--- config.mk ---
export PLATFORM = sky130hd
export DESIGN_NAME = sobel_mag_core_flat
export DESIGN_NICKNAME = d
export VERILOG_FILES = /design/src/rtl/sobel_mag_core_if.sv /design/src/rtl/sobel_mag_core.sv /design/src/flat_wrapper.sv
export SDC_FILE = /design/constraint.sdc
export NUM_CORES = 1
export LEC_CHECK = 0
export ABC_AREA = 1
export CELL_PAD_IN_SITES_DETAIL_PLACEMENT = 1
export CELL_PAD_IN_SITES_GLOBAL_PLACEMENT = 2
export CORE_MARGIN = 3
export CORE_UTILIZATION = 31
export DETAILED_ROUTE_END_ITERATION = 10
export GPL_ROUTABILITY_DRIVEN = 0
export HOLD_SLACK_MARGIN = 0.1
export PLACE_DENSITY = 0.81
export SLEW_MARGIN = 20
export SYNTH_ARGS = -nofsm -noshare
export SYNTH_HDL_FRONTEND = slang
export SYNTH_SLANG_ARGS = --single-unit
--- constraint.sdc ---
create_clock -name Clock -period 5.5 [get_ports Clock]
set_input_delay 0.825 -clock Clock [delete_from_list [all_inputs] [get_ports Clock]]
set_output_delay 0.825 -clock Clock [all_outputs]
set_load 0.01 [all_outputs]
--- src/rtl/sobel_mag_core_if.sv ---
`timescale 1ns/1ps
// Window-in / result-out handshake bundle for sobel_mag_core.
// The core connects through the slave modport, the source/sink through master.
interface sobel_mag_core_if #(
  parameter int DATA_W = 8,
  parameter int MAG_W  = DATA_W + 3,
  parameter int CNT_W  = 16
);
  logic                  in_valid;
  logic                  in_ready;
  logic [9*DATA_W-1:0]   A;
  logic                  mode;
  logic [MAG_W-1:0]      hi_thr;
  logic [MAG_W-1:0]      lo_thr;
  logic                  out_valid;
  logic                  out_ready;
  logic [MAG_W-1:0]      GM;
  logic [1:0]            edge_class;
  logic [7:0]            edge_pix;
  logic [CNT_W-1:0]      strong_cnt;
  logic [CNT_W-1:0]      weak_cnt;

  modport master (
    output in_valid, A, mode, hi_thr, lo_thr, out_ready,
    input  in_ready, out_valid, GM, edge_class, edge_pix, strong_cnt, weak_cnt
  );

  modport slave (
    input  in_valid, A, mode, hi_thr, lo_thr, out_ready,
    output in_ready, out_valid, GM, edge_class, edge_pix, strong_cnt, weak_cnt
  );
endinterface

--- src/rtl/sobel_mag_core.sv ---
`timescale 1ns/1ps
// Sobel gradient-magnitude core: one 3x3 window in, L1 or exact integer L2
// magnitude out, classified against runtime thresholds, with saturating counters.
module sobel_mag_core #(
  parameter int DATA_W = 8,
  parameter int MAG_W  = DATA_W + 3,
  parameter int CNT_W  = 16
) (
  input  logic            Clock,
  input  logic            reset,
  input  logic            Enable,
  sobel_mag_core_if.slave bus
);
  localparam int G_W   = DATA_W + 3;
  localparam int A_W   = DATA_W + 2;
  localparam int S_W   = 2*DATA_W + 5;
  localparam int R_W   = 2*MAG_W;
  localparam int REM_W = MAG_W + 1;
  localparam int SH_W  = MAG_W + 3;
  localparam int IT_W  = $clog2(MAG_W);

  typedef enum logic [2:0] {
    ST_IDLE, ST_GRAD, ST_SQ, ST_ROOT, ST_CLASS, ST_OUT
  } state_t;

  state_t              r_state;
  logic [9*DATA_W-1:0] r_win;
  logic                r_mode;
  logic [MAG_W-1:0]    r_hi, r_lo;
  logic [A_W-1:0]      r_ax, r_ay;
  logic [R_W-1:0]      r_rad;
  logic [REM_W-1:0]    r_rem;
  logic [MAG_W-1:0]    r_root;
  logic [IT_W-1:0]     r_cnt;
  logic [MAG_W-1:0]    r_gm;
  logic [1:0]          r_class;
  logic [7:0]          r_pix;
  logic                r_out_valid;
  logic [CNT_W-1:0]    r_strong, r_weak;

  logic signed [G_W-1:0] w_p [9];
  logic signed [G_W-1:0] w_gx, w_gy;
  logic [A_W-1:0]        w_ax, w_ay;
  logic [S_W-1:0]        w_ax_ext, w_ay_ext, w_sq;
  logic [SH_W-1:0]       w_rem_sh, w_trial;
  logic                  w_fit;
  logic [REM_W-1:0]      w_rem_nx;
  logic [MAG_W-1:0]      w_mag;
  logic [1:0]            w_class;
  logic [7:0]            w_pix;

  genvar gi;
  generate
    for (gi = 0; gi < 9; gi++) begin : g_pix
      assign w_p[gi] = $signed({{(G_W-DATA_W){1'b0}}, r_win[gi*DATA_W +: DATA_W]});
    end
  endgenerate

  // Pixel index is row*3+col: right minus left column for Gx, bottom minus top row for Gy.
  assign w_gx = (w_p[2] + (w_p[5] <<< 1) + w_p[8]) - (w_p[0] + (w_p[3] <<< 1) + w_p[6]);
  assign w_gy = (w_p[6] + (w_p[7] <<< 1) + w_p[8]) - (w_p[0] + (w_p[1] <<< 1) + w_p[2]);
  assign w_ax = A_W'(w_gx[G_W-1] ? -w_gx : w_gx);
  assign w_ay = A_W'(w_gy[G_W-1] ? -w_gy : w_gy);

  assign w_ax_ext = {{(S_W-A_W){1'b0}}, r_ax};
  assign w_ay_ext = {{(S_W-A_W){1'b0}}, r_ay};
  assign w_sq     = w_ax_ext * w_ax_ext + w_ay_ext * w_ay_ext;

  // Restoring square root: pull in two radicand bits, try subtracting 4*root+1.
  assign w_rem_sh = {r_rem, r_rad[R_W-1 -: 2]};
  assign w_trial  = {1'b0, r_root, 2'b01};
  assign w_fit    = (w_rem_sh >= w_trial);
  assign w_rem_nx = w_fit ? REM_W'(w_rem_sh - w_trial) : REM_W'(w_rem_sh);

  assign w_mag   = r_mode ? r_root : MAG_W'({1'b0, r_ax} + {1'b0, r_ay});
  assign w_class = (w_mag >= r_hi) ? 2'd2 : ((w_mag >= r_lo) ? 2'd1 : 2'd0);
  assign w_pix   = (w_class == 2'd2) ? 8'd255 : ((w_class == 2'd1) ? 8'd128 : 8'd0);

  always_ff @(posedge Clock) begin
    if (reset) begin
      r_state     <= ST_IDLE;
      r_win       <= '0;
      r_mode      <= 1'b0;
      r_hi        <= '0;
      r_lo        <= '0;
      r_ax        <= '0;
      r_ay        <= '0;
      r_rad       <= '0;
      r_rem       <= '0;
      r_root      <= '0;
      r_cnt       <= '0;
      r_gm        <= '0;
      r_class     <= 2'd0;
      r_pix       <= 8'd0;
      r_out_valid <= 1'b0;
      r_strong    <= '0;
      r_weak      <= '0;
    end else if (Enable) begin
      case (r_state)
        ST_IDLE: begin
          if (bus.in_valid) begin
            r_win   <= bus.A;
            r_mode  <= bus.mode;
            r_hi    <= bus.hi_thr;
            r_lo    <= bus.lo_thr;
            r_state <= ST_GRAD;
          end
        end
        ST_GRAD: begin
          r_ax    <= w_ax;
          r_ay    <= w_ay;
          r_state <= r_mode ? ST_SQ : ST_CLASS;
        end
        ST_SQ: begin
          r_rad   <= {{(R_W-S_W){1'b0}}, w_sq};
          r_rem   <= '0;
          r_root  <= '0;
          r_cnt   <= IT_W'(MAG_W - 1);
          r_state <= ST_ROOT;
        end
        ST_ROOT: begin
          r_rem  <= w_rem_nx;
          r_root <= {r_root[MAG_W-2:0], w_fit};
          r_rad  <= {r_rad[R_W-3:0], 2'b00};
          if (r_cnt == '0) r_state <= ST_CLASS;
          else             r_cnt   <= r_cnt - IT_W'(1);
        end
        ST_CLASS: begin
          r_gm        <= w_mag;
          r_class     <= w_class;
          r_pix       <= w_pix;
          r_out_valid <= 1'b1;
          r_state     <= ST_OUT;
        end
        ST_OUT: begin
          if (bus.out_ready) begin
            r_out_valid <= 1'b0;
            r_state     <= ST_IDLE;
            if (r_class == 2'd2 && r_strong != '1) r_strong <= r_strong + CNT_W'(1);
            if (r_class == 2'd1 && r_weak != '1)   r_weak   <= r_weak + CNT_W'(1);
          end
        end
        default: r_state <= ST_IDLE;
      endcase
    end
  end

  assign bus.in_ready   = (r_state == ST_IDLE) && Enable;
  assign bus.out_valid  = r_out_valid;
  assign bus.GM         = r_gm;
  assign bus.edge_class = r_class;
  assign bus.edge_pix   = r_pix;
  assign bus.strong_cnt = r_strong;
  assign bus.weak_cnt   = r_weak;
endmodule

--- src/flat_wrapper.sv ---
// flat-port wrapper written by rule: the top's interface ports become plain ports
module sobel_mag_core_flat 
#(
  parameter int DATA_W = 8,
  parameter int MAG_W  = DATA_W + 3,
  parameter int CNT_W  = 16
)
  (Clock, reset, Enable, bus_in_valid, bus_A, bus_mode, bus_hi_thr, bus_lo_thr, bus_out_ready, bus_in_ready, bus_out_valid, bus_GM, bus_edge_class, bus_edge_pix, bus_strong_cnt, bus_weak_cnt);
  sobel_mag_core_if #(.DATA_W(DATA_W), .MAG_W(MAG_W), .CNT_W(CNT_W)) bus_i ();
  input  logic Clock;
  input  logic reset;
  input  logic Enable;
  input wire logic [$bits(bus_i.in_valid)-1:0] bus_in_valid;
  input wire logic [$bits(bus_i.A)-1:0] bus_A;
  input wire logic [$bits(bus_i.mode)-1:0] bus_mode;
  input wire logic [$bits(bus_i.hi_thr)-1:0] bus_hi_thr;
  input wire logic [$bits(bus_i.lo_thr)-1:0] bus_lo_thr;
  input wire logic [$bits(bus_i.out_ready)-1:0] bus_out_ready;
  output wire logic [$bits(bus_i.in_ready)-1:0] bus_in_ready;
  output wire logic [$bits(bus_i.out_valid)-1:0] bus_out_valid;
  output wire logic [$bits(bus_i.GM)-1:0] bus_GM;
  output wire logic [$bits(bus_i.edge_class)-1:0] bus_edge_class;
  output wire logic [$bits(bus_i.edge_pix)-1:0] bus_edge_pix;
  output wire logic [$bits(bus_i.strong_cnt)-1:0] bus_strong_cnt;
  output wire logic [$bits(bus_i.weak_cnt)-1:0] bus_weak_cnt;
  assign bus_i.in_valid = bus_in_valid;
  assign bus_i.A = bus_A;
  assign bus_i.mode = bus_mode;
  assign bus_i.hi_thr = bus_hi_thr;
  assign bus_i.lo_thr = bus_lo_thr;
  assign bus_i.out_ready = bus_out_ready;
  assign bus_in_ready = bus_i.in_ready;
  assign bus_out_valid = bus_i.out_valid;
  assign bus_GM = bus_i.GM;
  assign bus_edge_class = bus_i.edge_class;
  assign bus_edge_pix = bus_i.edge_pix;
  assign bus_strong_cnt = bus_i.strong_cnt;
  assign bus_weak_cnt = bus_i.weak_cnt;
  sobel_mag_core #(.DATA_W(DATA_W), .MAG_W(MAG_W), .CNT_W(CNT_W)) u_core (.Clock(Clock), .reset(reset), .Enable(Enable), .bus(bus_i));
endmodule
Word level (Yosys, flattened, before mapping)
Index checks and enable logic that the tools add are counted.
{ "classes": {"addsub": 18, "mul": 2, "n_div": 0, "order_cmp": 3, "n_eq_ne": 15, "n_shift": 0, "mux": 20, "n_bitwise": 0, "n_reduce_logical": 16} }
{ "ops": {"columns": ["op", "count"], "rows": [
  ["11-bit by 9-bit adder with 11-bit output", 4],
  ["22-bit case mux with 2 select lines", 1],
  ["8-bit by 9-bit adder with 10-bit output", 4],
  ["10-bit by 10-bit multiplier with 20-bit output", 2],
  ["16-bit by 1-bit adder with 16-bit output (second input constant)", 2],
  ["16-bit != test (second input constant)", 2],
  ["12-bit case mux with 2 select lines", 1],
  ["11-bit >= comparator", 2],
  ["11-bit case mux with 2 select lines", 1],
  ["11-bit subtractor", 2],
  ["21-bit adder", 1],
  ["10-bit 2-to-1 mux", 2],
  ["10-bit negation", 2],
  ["3-bit case mux with 6 select lines", 1],
  ["8-bit 2-to-1 mux", 2],
  ["14-bit by 13-bit >= comparator with 1-bit output", 1],
  ["12-bit 2-to-1 mux", 1],
  ["3-bit 2-to-1 mux", 4],
  ["4-bit AND reduction", 3],
  ["12-bit subtractor", 1],
  ["10-bit by 10-bit adder with 11-bit output", 1],
  ["11-bit 2-to-1 mux", 1],
  ["3-bit AND reduction", 3],
  ["4-bit case mux with 2 select lines", 1],
  ["17 further kinds", 29]
]} }
{ "totals": {"ff_bits": 221, "latchBits": 0, "mem_bits_rw": 0, "rom_bits": 0, "output_inout_bits": 55, "wordCells": 91, "mem_count": 0} }

Longest topological paths before layout
Gate-level depths: netlist (run 1).
{ "depth": {"word_depth": 8, "depth_mapped": 30, "ltp_nobuf": 29} }

Least setup slack after synthesis (run 1)
OpenSTA, ideal clock, no wires.
{ "synth_timing": {"path_kind": "reg-to-reg", "from": "register u_core.r_ay[1]", "to": "register u_core.r_rad[17]", "setup_time_ns": 0.132, "t_arrival_ns": 5.737, "required_time_ns": 5.368, "path_slack_ns": -0.370, "stages_incl_launch_ff": 27, "n_path_buf": 1, "period_less_slack_ns": 5.870, "cell_sequence": "dfxtp_1 clkbuf_1 nand2_1 fa_1 fa_1 inv_1 fa_1 fa_1 inv_1 fa_1 inv_1 ha_1 nand2_1 nor2_1 nand2_1 o21ai_0 nand2_1 nand2_1 xor2_1 ha_1 nand2_1 a21oi_1 or2_2 a21oi_1 nand3_1 nand3_1 a21oi_1"} }
{ "synth_via": {"elab_chain_cells": 3} }
{ "synth_rtl": {"columns": ["item", "line", "source"], "rows": [
  ["start, declared", "sobel_mag_core.sv:30", "logic [A_W-1:0] r_ax, r_ay;"],
  ["start signal, assigned", "sobel_mag_core.sv:111", "r_ay <= w_ay;"],
  ["10-bit by 10-bit multiplier with 20-bit output", "sobel_mag_core.sv:67", "assign w_sq = w_ax_ext * w_ax_ext + w_ay_ext * w_ay_ext;"],
  ["21-bit adder", "sobel_mag_core.sv:67", null],
  ["22-bit case mux with 2 select lines", "sobel_mag_core.sv:99", "case (r_state)"],
  ["end signal, assigned", "sobel_mag_core.sv:115", "r_rad <= {{(R_W-S_W){1'b0}}, w_sq};"],
  ["end signal, assigned", "sobel_mag_core.sv:124", "r_rad <= {r_rad[R_W-3:0], 2'b00};"],
  ["end, declared", "sobel_mag_core.sv:31", "logic [R_W-1:0] r_rad;"]
]} }
Every way passes these cells.
A chain may end at the register's enable or synchronous reset.

Worst setup path in the final report (run 1)
{ "layout_timing": {"from": "register u_core.r_ay[3]", "to": "register u_core.r_rad[19]"} }
The elaborated chain is that of the path after synthesis.

==> results of run 1 <==
[critical path, cell delays in order, from the launching register on]
cell	delay, ps
sky130_fd_sc_hd__dfxtp_4	380
sky130_fd_sc_hd__buf_6	110
sky130_fd_sc_hd__buf_4	130
sky130_fd_sc_hd__nand2_2	60
sky130_fd_sc_hd__fa_1	500
sky130_fd_sc_hd__buf_6	150
sky130_fd_sc_hd__fa_1	500
sky130_fd_sc_hd__inv_1	50
sky130_fd_sc_hd__fa_1	460
sky130_fd_sc_hd__fa_1	540
sky130_fd_sc_hd__ha_4	220
sky130_fd_sc_hd__ha_4	290
sky130_fd_sc_hd__buf_6	110
sky130_fd_sc_hd__nand2_1	70
sky130_fd_sc_hd__nor3_2	220
sky130_fd_sc_hd__nand3_1	110
sky130_fd_sc_hd__nand4_1	140
sky130_fd_sc_hd__buf_4	150
sky130_fd_sc_hd__a21oi_2	50
sky130_fd_sc_hd__xor2_1	260
sky130_fd_sc_hd__ha_4	260
sky130_fd_sc_hd__a21oi_1	210
sky130_fd_sc_hd__nand2_2	80
sky130_fd_sc_hd__a21oi_2	120
sky130_fd_sc_hd__nand2_1	60
sky130_fd_sc_hd__nand2_1	50
sky130_fd_sc_hd__nand3_1	60
sky130_fd_sc_hd__a21oi_1	130
[path summary, 6_finish.rpt]
kind	startpoint	endpoint	slack [ps]	cells past startpoint
max reg2reg	u_core.r_ay[3]$_SDFFE_PP0P_	u_core.r_rad[19]$_SDFFE_PP0P_	-90	27
min reg2reg	u_core.r_root[6]$_SDFFE_PP0P_	u_core.r_root[7]$_SDFFE_PP0P_	460	2
min	u_core.r_root[6]$_SDFFE_PP0P_	u_core.r_root[7]$_SDFFE_PP0P_	460	2
max	u_core.r_ay[3]$_SDFFE_PP0P_	u_core.r_rad[19]$_SDFFE_PP0P_	-90	27
[routing by layer]
layer / vias to the layer above / part of all wire, %
met2: 240 / 50
met3: 99 / 2.5
met1: 9355 / 44
met4: 0 / 3.5
li1: 9839 / -
met5: - / 0
[flip-flops by register name, indices dropped and copies added (netlist names), 2 cells and up]
register,cells
u_core.r_rad,22
u_core.r_ax,10
u_core.r_rem,12
u_core.r_hi,11
u_core.r_cnt,4
u_core.r_state,3
u_core.bus.edge_pix,2
u_core.bus.strong_cnt,16
u_core.r_ay,10
u_core.r_lo,11
u_core.bus.weak_cnt,16
u_core.bus.GM,11
u_core.r_root,11
u_core.r_win,64
u_core.bus.edge_class,2
[synth_stat cells, types with 2 or more instances]
cell	count	share of area, %
sky130_fd_sc_hd__inv_2	7	0.13
sky130_fd_sc_hd__a21o_1	4	0.15
sky130_fd_sc_hd__nor3_1	37	0.91
sky130_fd_sc_hd__or2_2	9	0.28
sky130_fd_sc_hd__nand3_2	2	0.099
sky130_fd_sc_hd__nand4_1	27	0.83
sky130_fd_sc_hd__inv_1	529	9.8
sky130_fd_sc_hd__nor3b_1	3	0.11
sky130_fd_sc_hd__and3_1	3	0.093
sky130_fd_sc_hd__a21boi_0	2	0.074
sky130_fd_sc_hd__o21ai_0	125	3.1
sky130_fd_sc_hd__nand2_2	6	0.19
sky130_fd_sc_hd__buf_6	4	0.22
sky130_fd_sc_hd__ha_1	220	14
sky130_fd_sc_hd__buf_2	13	0.32
sky130_fd_sc_hd__dfxtp_1	207	20
sky130_fd_sc_hd__xnor2_1	31	1.3
sky130_fd_sc_hd__nor4_4	2	0.21
sky130_fd_sc_hd__clkbuf_1	76	1.4
sky130_fd_sc_hd__nand3b_1	7	0.26
sky130_fd_sc_hd__nor2_2	2	0.062
sky130_fd_sc_hd__fa_1	136	13
sky130_fd_sc_hd__mux2i_1	2	0.099
sky130_fd_sc_hd__o21bai_1	11	0.41
sky130_fd_sc_hd__a31oi_1	12	0.37
sky130_fd_sc_hd__nand2_1	683	13
sky130_fd_sc_hd__a22oi_1	15	0.56
sky130_fd_sc_hd__buf_4	10	0.37
sky130_fd_sc_hd__nor3_2	3	0.15
sky130_fd_sc_hd__o21ai_1	18	0.45
sky130_fd_sc_hd__a211oi_1	5	0.19
sky130_fd_sc_hd__nand3_1	215	5.3
sky130_fd_sc_hd__nor4_1	5	0.15
sky130_fd_sc_hd__nor2_1	135	2.5
sky130_fd_sc_hd__a21oi_1	282	7.0
sky130_fd_sc_hd__xor2_1	48	2.1
[power groups by stage]
stage	clock network, uW	logic (uW)	registers [uW]
floorplan	0	2000	1650
global placement	0	2740	1680
detailed placement	0	2850	1680
CTS	2070	2960	1650
global route	2150	3420	1660
finish	2010	2950	1650
[logic make-up (layout without fill, tap and decap cells)]
logic type / count (synthesis) / in the layout / synth area share [%]
AOI/OAI and AO/OA: 483 / 483 / 12.7
buffers and inverters: 641 / 948 / 12.3
other: 0 / 2 / 0
adders and majority gates: 356 / 356 / 27.1
xor gates and xnor gates: 79 / 79 / 3.42
and+or+nand+nor: 1143 / 1143 / 24.0
muxes: 2 / 2 / 0.0989
DFF: 207 / 207 / 20.5
[cell type report]
type	instances	area (um2)
Antenna cell	2	5.00
Clock buffer	34	753
Clock inverter	15	253
Fill cell	8043	38500
Inverter	537	2020
Multi-Input combinational cell	2063	14500
Sequential cell	207	4200
Tap cell	855	1070
Timing Repair Buffer	362	3150
[timing repair]
action / CTS / global route
endpoints found under the hold margin: 0 / 0
setup buffers: 15 / 8
pin swaps: 109 / 49
setup endpoints to repair: 13 / 13
gates resized for setup: 191 / 57
cloned: 0 / 0
[metrics by stage]
step | instance area [um2] | total power [uW] | util, % | hold WS, ps | setup WS, ps
2_1_floorplan | 20400 | 3660 | - | 435 | -9.31
3_3_place_gp | 23800 | 4420 | 36.9 | 453 | -344
3_5_place_dp | 23800 | 4540 | 36.9 | 460 | -442
4_1_cts | 25700 | 6690 | 39.9 | 468 | -47.3
5_1_grt | 26000 | 7230 | 40.3 | 479 | -426
6_report | 26000 | 6620 | 40.3 | 460 | -93.5
==> results.md, run 1 <==
| Quantity | Value | Unit |
| --- | --- | --- |
| Count of input and output buffers | 146 | - |
| Fraction of the yosys area taken by sequential cells | 20.5 | % |
| EDFF count, synth | 0 | - |
| Met3 routing resource usage after global routing | 2.27 | % |
| Number of vias after detailed routing | 19,500 | - |
| Clock sink total | 207 | - |
| Average instance area after synthesis | 6.95 | um2 |
| Commonest non-fill, non-tap cell in the layout | sky130_fd_sc_hd__nand2_1 | - |
| Number of warnings printed during yosys synthesis | 0 | - |
| Final-report max-slew violation count | 0 | - |
| Die outline area | 0.0684 | mm2 |
| Outcome | finished, violations left | - |
| Share of total power in sequential cells | 25.0 | % |
| Top library cells by usage in the layout, fill and taps aside | 651 x sky130_fd_sc_hd__nand2_1, 503 x sky130_fd_sc_hd__inv_1, 253 x sky130_fd_sc_hd__a21oi_1, 210 x sky130_fd_sc_hd__nand3_1, 203 x sky130_fd_sc_hd__buf_4 | - |
| Worst IR drop on VDD | 0.000199 | V |
| Number of top-level pins | 155 | - |
| Required time of the worst setup path | 6000 | ps |
| Core footprint | 0.0645 | mm2 |
| Number of vias per cell after detailed routing | 4.79 | - |
| Kind of critical path | register to register | - |
| Leakage power of the design | 0.0129 | uW |
| Violations in the final reports | setup timing | - |
| Crit. End Element | register | - |
| Post-synthesis instance area | 0.0202 | mm2 |
| Switching fraction of total power | 40.3 | % |
| Final critical path time including I/O delays and setup | 5590 | ps |
| Final clock period utilization by the worst path | 102 | % |
| Cts hold-fix bufs | 0 | - |
| Rows | 93 | - |
| CTS Root Cell | sky130_fd_sc_hd__clkbuf_16 | - |
| Met1 Track Usage GR | 23.1 | % |
| Library cells used by synthesis | 51 | - |
| Max frequency | 179 | MHz |
| Clock-pin transition on the worst setup and hold timing paths | 70 | ps |
| Total of endpoints with negative setup slack in the final report | 9 | - |
| Met2 track demand over resource | 34.7 | % |
| Top fanout value on the critical path | 5 | - |
| Post-detailed-placement half-perimeter wirelength | 51.5 | mm |
| Clock tree skew after final layout | 45.0 | ps |
| Placed Cells | 4,001 | - |
| Starting density of the core | 31.4 | % |
| Drt drc | 0 | - |
| Min-delay worst type | register to register | - |
| Pin slew with the least headroom to its limit | 958 | ps |
| Fraction of final layout cells sized beyond drive strength 1 | 15.0 | % |
| Number of max-cap violations | 0 | - |
| Slack of the critical path | -93.5 | ps |
| Combinational share of power | 44.6 | % |
| Top Usage Layer GRT | met2 | - |
| Net Count, Synth | 3,367 | - |
| Total length of routed wires | 64.4 | mm |
| Clock power frac | 30.4 | % |
| Internal power summed over all cells | 3950 | uW |
| Per-cell routed wire length | 15.8 | um |
| Pin count of the biggest net entering global routing | 83 | - |
| Final-stage net count | 3,655 | - |
| Vias in the first global route | 21,300 | - |
| Unrepaired setup endpoints after global routing | true | - |
| DR pass1 iterations | 4 | - |
| Number of synthesized register bits | 207 | - |
| Post-synth top flop | sky130_fd_sc_hd__dfxtp_1 | - |
| Post-route insts no fill | 4,075 | - |
| TritonCTS clock tree | built | - |
| Data arrival, critical path | 6090 | ps |
| Final sum of negative setup slack | -532 | ps |
| Total power divided by cell area | 255 | mW/mm2 |
| Overall routing resource usage | 19.0 | % |
| CP startpoint kind | register | - |
| Die span in x | 262 | um |
| Sw power | 2670 | uW |
| TritonCTS Buffers | 28 | - |
| Grt ovf | 0 | - |
| Number of cells produced by synthesis | 2,911 | - |
| Worst slew margin | 35.5 | % |
| Clock latency at the later pin of the worst-skew pair | 610 | ps |
| H-tree depth | 1 | - |
| Number of antenna violations at the first check in global routing | 2 | - |
| Global-route wire length before repair | 107 | mm |
| Final number of hold-violating endpoints | 0 | - |
| Die Y | 262 | um |
| Count of routing violations after the opening detailed-route iteration | 602 | - |
| Share of synthesized registers carrying an async set or reset | 0 | % |
| Antenna viol nets, final | 0 | - |
| Area growth from synthesis to layout | 28.3 | % |
| Clock tree buffer depth | 3 | - |
Power figures use the tool's default switching activity.
==> run 2, diff against run 1 <==
--- a/config.mk
+++ b/config.mk
@@ -14,7 +14,7 @@
 export GPL_ROUTABILITY_DRIVEN = 0
 export HOLD_SLACK_MARGIN = 0.1
 export PLACE_DENSITY = 0.81
-export SLEW_MARGIN = 20
+export SLEW_MARGIN = 10
 export SYNTH_ARGS = -nofsm -noshare
 export SYNTH_HDL_FRONTEND = slang
 export SYNTH_SLANG_ARGS = --single-unit
==> results of run 2 <==
Final layout, timing and power as in run 1 (identical DEF).
==> run 3, diff against run 2 <==
--- a/config.mk
+++ b/config.mk
@@ -6,6 +6,7 @@
 export NUM_CORES = 1
 export LEC_CHECK = 0
 export ABC_AREA = 1
+export ABC_CLOCK_PERIOD_IN_PS = 5500
 export CELL_PAD_IN_SITES_DETAIL_PLACEMENT = 1
 export CELL_PAD_IN_SITES_GLOBAL_PLACEMENT = 2
 export CORE_MARGIN = 3
==> results of run 3 <==
Final layout, timing and power as in run 1 (identical DEF).
==> patch 1, RTL diff (config.mk and constraints of run 1) <==
Make the reset (`reset`) asynchronous in one clocked block.
--- a/src/rtl/sobel_mag_core.sv
+++ b/src/rtl/sobel_mag_core.sv
@@ -76,7 +76,7 @@
   assign w_class = (w_mag >= r_hi) ? 2'd2 : ((w_mag >= r_lo) ? 2'd1 : 2'd0);
   assign w_pix   = (w_class == 2'd2) ? 8'd255 : ((w_class == 2'd1) ? 8'd128 : 8'd0);
 
-  always_ff @(posedge Clock) begin
+  always_ff @(posedge Clock or posedge reset) begin
     if (reset) begin
       r_state     <= ST_IDLE;
       r_win       <= '0;
Function: differs if reset is asserted again (counterexample within 4 cycles, from zero or initial values and one cycle with reset high); with reset held inactive, the same outputs for 4 cycles.
==> patch 1 against run 1 <==
The flow still finishes with violations (setup timing). Setup slack worse by 150 ps. Synthesized area is 0.17% lower. Sequential cell count stayed put. Design area is 2.4% higher. Wire length is 2.6% lower. Critical path type unchanged.
Power is not shown: default switching activity piles up to over one toggle a cycle in this logic, so the estimate is an artifact.
==> patch 1: results (changes against run 1) <==
timing:
  skew_ps: 22.5  # -22.5 ps
  finalSetupTns_ps: -1180  # -647 ps
  timing.hold.ws_ps: 486  # +25.9 ps
  setup_viol: 9  # unchanged
  slew_headroom: 0.402  # +0.0471
  slew_violations: 0  # unchanged
  setup_ws_ps: -242  # -148 ps
setup_path:
  timing.reg2reg.setup_slack_ps: -240  # -150 ps
  cp_data_arrival_time_ps: 6170  # +80 ps
  reg2reg_depth: 25  # -7.4%
  r2r_start: "u_core.r_ay[6]$_DFFE_PP0P_"
  cp_max_fo: 6  # +1
  endpoint: "u_core.r_rad[20]$_DFFE_PP0P_"
clocking:
  clk_pin_slew_ps: 60
  cts_inserted_buffers: 27  # -3.6%
  cts_resized: 213  # +12%
  cts_root_buf: "clkbuf_16"
  clk_latency_ps: 570  # -40 ps
  cts_max_path_buffers: 3  # unchanged
  cts_max_level: 1  # unchanged
  postCtsSetupRepairBufs: 37  # +22
cells_and_area:
  final_core_util: 0.417  # +0.0143
  n_fill_cell: 7614  # -5.3%
  drive_gt1_frac: 0.205  # +0.0551
  fin_nets: 3353  # -8.3%
  n_antenna_cell: 0  # -2
  stdcell_count: 3761  # -7.7%
synthesis:
  ys_async_sr_fraction: 1.00  # +1.00
  ys_types: 50  # -2.0%
  synth-warning-count: 0  # unchanged
  seq_area_frac_synth: 0.256  # +0.0516
  synth_nets: 3019  # -10%
  syn_avg_cell_area_sq_um: 7.88  # +13%
  synth_common_cells: "598 x nand2_1, 447 x inv_1, 220 x ha_1"
  yosysTopAreaCell: "dfrtp_1"
  synth_area_leaders: "dfrtp_1 26%, ha_1 14%, fa_1 13%, nand2_1 11%, inv_1 8.3%"
place:
  dp.cells: 3668  # -8.3%
  place_area_sq_um: 23900  # +0.22%
  post-dp-hpwl_mm: 48.9  # -5.0%
  place_ws_ps: -496  # -53.6 ps
grt:
  grt_usage: 0.183  # -0.00618
  grt_max_degree: 122  # +47%
  grt_pass1_vias: 19900  # -6.7%
  antenna_found_initial: 0  # -2
  grt_pass1_wl_mm: 102  # -4.2%
drt:
  first_iter_violations: 498  # -17%
  drt-pass1-iter-count: 5  # +1
  drcViolationCount: 0  # unchanged
  wire_per_inst_microns: 16.7  # +5.6%
  vias: 17900  # -8.5%
run_status:
  status: "complete, but fails checks"
  violations: "setup timing"
worst_hold_path:
  min_to: "u_core.r_rad[12]$_DFFE_PP0P_"
  min_from: "u_core.r_rad[12]$_DFFE_PP0P_"
[patch 1: routing by layer]
metal,global-route usage,share of wire,vias up
li1,-,-,8789
met4,0.0528,0.033,0
met3,0.0163,0.018,85
met1,0.223,0.43,8809
met5,0,0,-
met2,0.343,0.52,189
[patch 1: logic make-up (layout without fill, tap and decap cells)]
kind of cell,count (synthesis),count (layout),share of synthesized area
DFF,207,207,0.256
AOI/OAI and AO/OA,325,325,0.0876
and+or+nand+nor,989,989,0.205
xor gates and xnor gates,108,108,0.0468
buffers and inverters,517,869,0.0990
adders and majority gates,356,356,0.271
muxes,61,61,0.0339
[patch 1: final cells by class]
cell class              instances  area, sq um  share of cell area
multi-input cells            1839        14500               0.544
flip-flops and latches        207         5200               0.195
repair buffers                368         3250               0.122
inverters                     454         1710              0.0642
well taps                     846         1060              0.0398
clock buffers                  36          779              0.0293
clock inverters                11          143             0.00536
==> patch 2, RTL diff (config.mk and constraints of run 1) <==
Without the edit above. `DATA_W` is set to 8 in 3 places; all go to 4.
--- a/src/rtl/sobel_mag_core_if.sv
+++ b/src/rtl/sobel_mag_core_if.sv
@@ -2,7 +2,7 @@
 // Window-in / result-out handshake bundle for sobel_mag_core.
 // The core connects through the slave modport, the source/sink through master.
 interface sobel_mag_core_if #(
-  parameter int DATA_W = 8,
+  parameter int DATA_W = 4,
   parameter int MAG_W  = DATA_W + 3,
   parameter int CNT_W  = 16
 );
--- a/src/rtl/sobel_mag_core.sv
+++ b/src/rtl/sobel_mag_core.sv
@@ -2,7 +2,7 @@
 // Sobel gradient-magnitude core: one 3x3 window in, L1 or exact integer L2
 // magnitude out, classified against runtime thresholds, with saturating counters.
 module sobel_mag_core #(
-  parameter int DATA_W = 8,
+  parameter int DATA_W = 4,
   parameter int MAG_W  = DATA_W + 3,
   parameter int CNT_W  = 16
 ) (
--- a/src/flat_wrapper.sv
+++ b/src/flat_wrapper.sv
@@ -1,7 +1,7 @@
 // flat-port wrapper written by rule: the top's interface ports become plain ports
 module sobel_mag_core_flat 
 #(
-  parameter int DATA_W = 8,
+  parameter int DATA_W = 4,
   parameter int MAG_W  = DATA_W + 3,
   parameter int CNT_W  = 16
 )
Interface: changed (resized bus_A, bus_GM, bus_hi_thr and bus_lo_thr); port bits go from 155 to 107. The function was not compared with the original's and may differ.
==> patch 2 against run 1 <==
Highest routed layer unchanged. Critical endpoint is now u_core.r_rad[11]$_SDFFE_PP0P_. Synthesized area is 47% lower. Design area is 51% lower. Synthesized cell count is 47% lower. Setup slack better by 1000 ps. Wire length is 53% lower. Die area is 46% lower. Power is 49% lower. Largest power group is now the clock network. Sequential cell count is 69 lower.
==> patch 2: results (changes against run 1) <==
drt:
  dr_wl_met3_microns: 764  # -53%
  first_iter_violations: 448  # -26%
  vias_per_cell: 4.77  # -0.47%
  routed_wirelength_mm: 30.6  # -53%
  vias: 9962  # -49%
  wl_met1_mm: 14.7  # -48%
cells_and_area:
  nMultiInputCombCells: 1095  # -47%
  multi_input_area_share: 0.530  # -0.0295
  final_core_util: 0.376  # -0.0273
  drive_gt1_frac: 0.0494  # -0.101
synthesis:
  synth_cells: 1550  # -47%
  syn_area_sq_um: 10700  # -47%
  synth_common_cells: "343 x nand2_1, 263 x inv_1, 152 x a21oi_1"
  synth_nets: 1749  # -48%
  seq_area_frac_synth: 0.257  # +0.0523
  synth_area_leaders: "dfxtp_1 26%, ha_1 12%, nand2_1 12%, inv_1 9.2%, a21oi_1 7.1%"
grt:
  use_met2: 0.304  # -0.0427
  grt_pass1_wl_mm: 51.8  # -51%
  antenna_found_initial: 0  # -2
  grt_pass1_vias: 10500  # -51%
pwr:
  seqPwrFrac: 0.326  # +0.076
  pg_comb_mw: 1.11  # -62%
  irDropWorstVdd_v: 0.000211  # +5.9%
place:
  numPortBuffers: 102  # -30%
  post-dp-hpwl_mm: 23.9  # -54%
  place_ws_ps: 836  # +1280 ps
run_status:
  status: "completed"
clocking:
  cts_resized: 0  # -100%
  postCtsSetupRepairBufs: 0  # -15
timing:
  skew_ps: 12.9  # -32.1 ps
[patch 2: path summary, 6_finish.rpt]
| check | slack, ps | cells after the start | start | end |
|---|---|---|---|---|
| worst min-delay path | 460 | 2 | u_core.r_lo[3]$_SDFFE_PP0P_ | u_core.r_lo[3]$_SDFFE_PP0P_ |
| worst max-delay path | 920 | 23 | u_core.r_ax[1]$_SDFFE_PP0P_ | u_core.r_rad[11]$_SDFFE_PP0P_ |
| worst max register to register | 920 | 23 | u_core.r_ax[1]$_SDFFE_PP0P_ | u_core.r_rad[11]$_SDFFE_PP0P_ |
| worst min register to register | 460 | 2 | u_core.r_lo[3]$_SDFFE_PP0P_ | u_core.r_lo[3]$_SDFFE_PP0P_ |
[patch 2: cell families (layout without fill, tap and decap cells)]
kind of cell / count (synthesis) / in the layout / synth area share
xor+xnor: 54 / 54 / 0.0440
buf+inv: 317 / 407 / 0.117
flops: 138 / 138 / 0.257
fa+ha+maj: 143 / 143 / 0.193
compound gates: 267 / 267 / 0.133
simple gates: 631 / 631 / 0.257
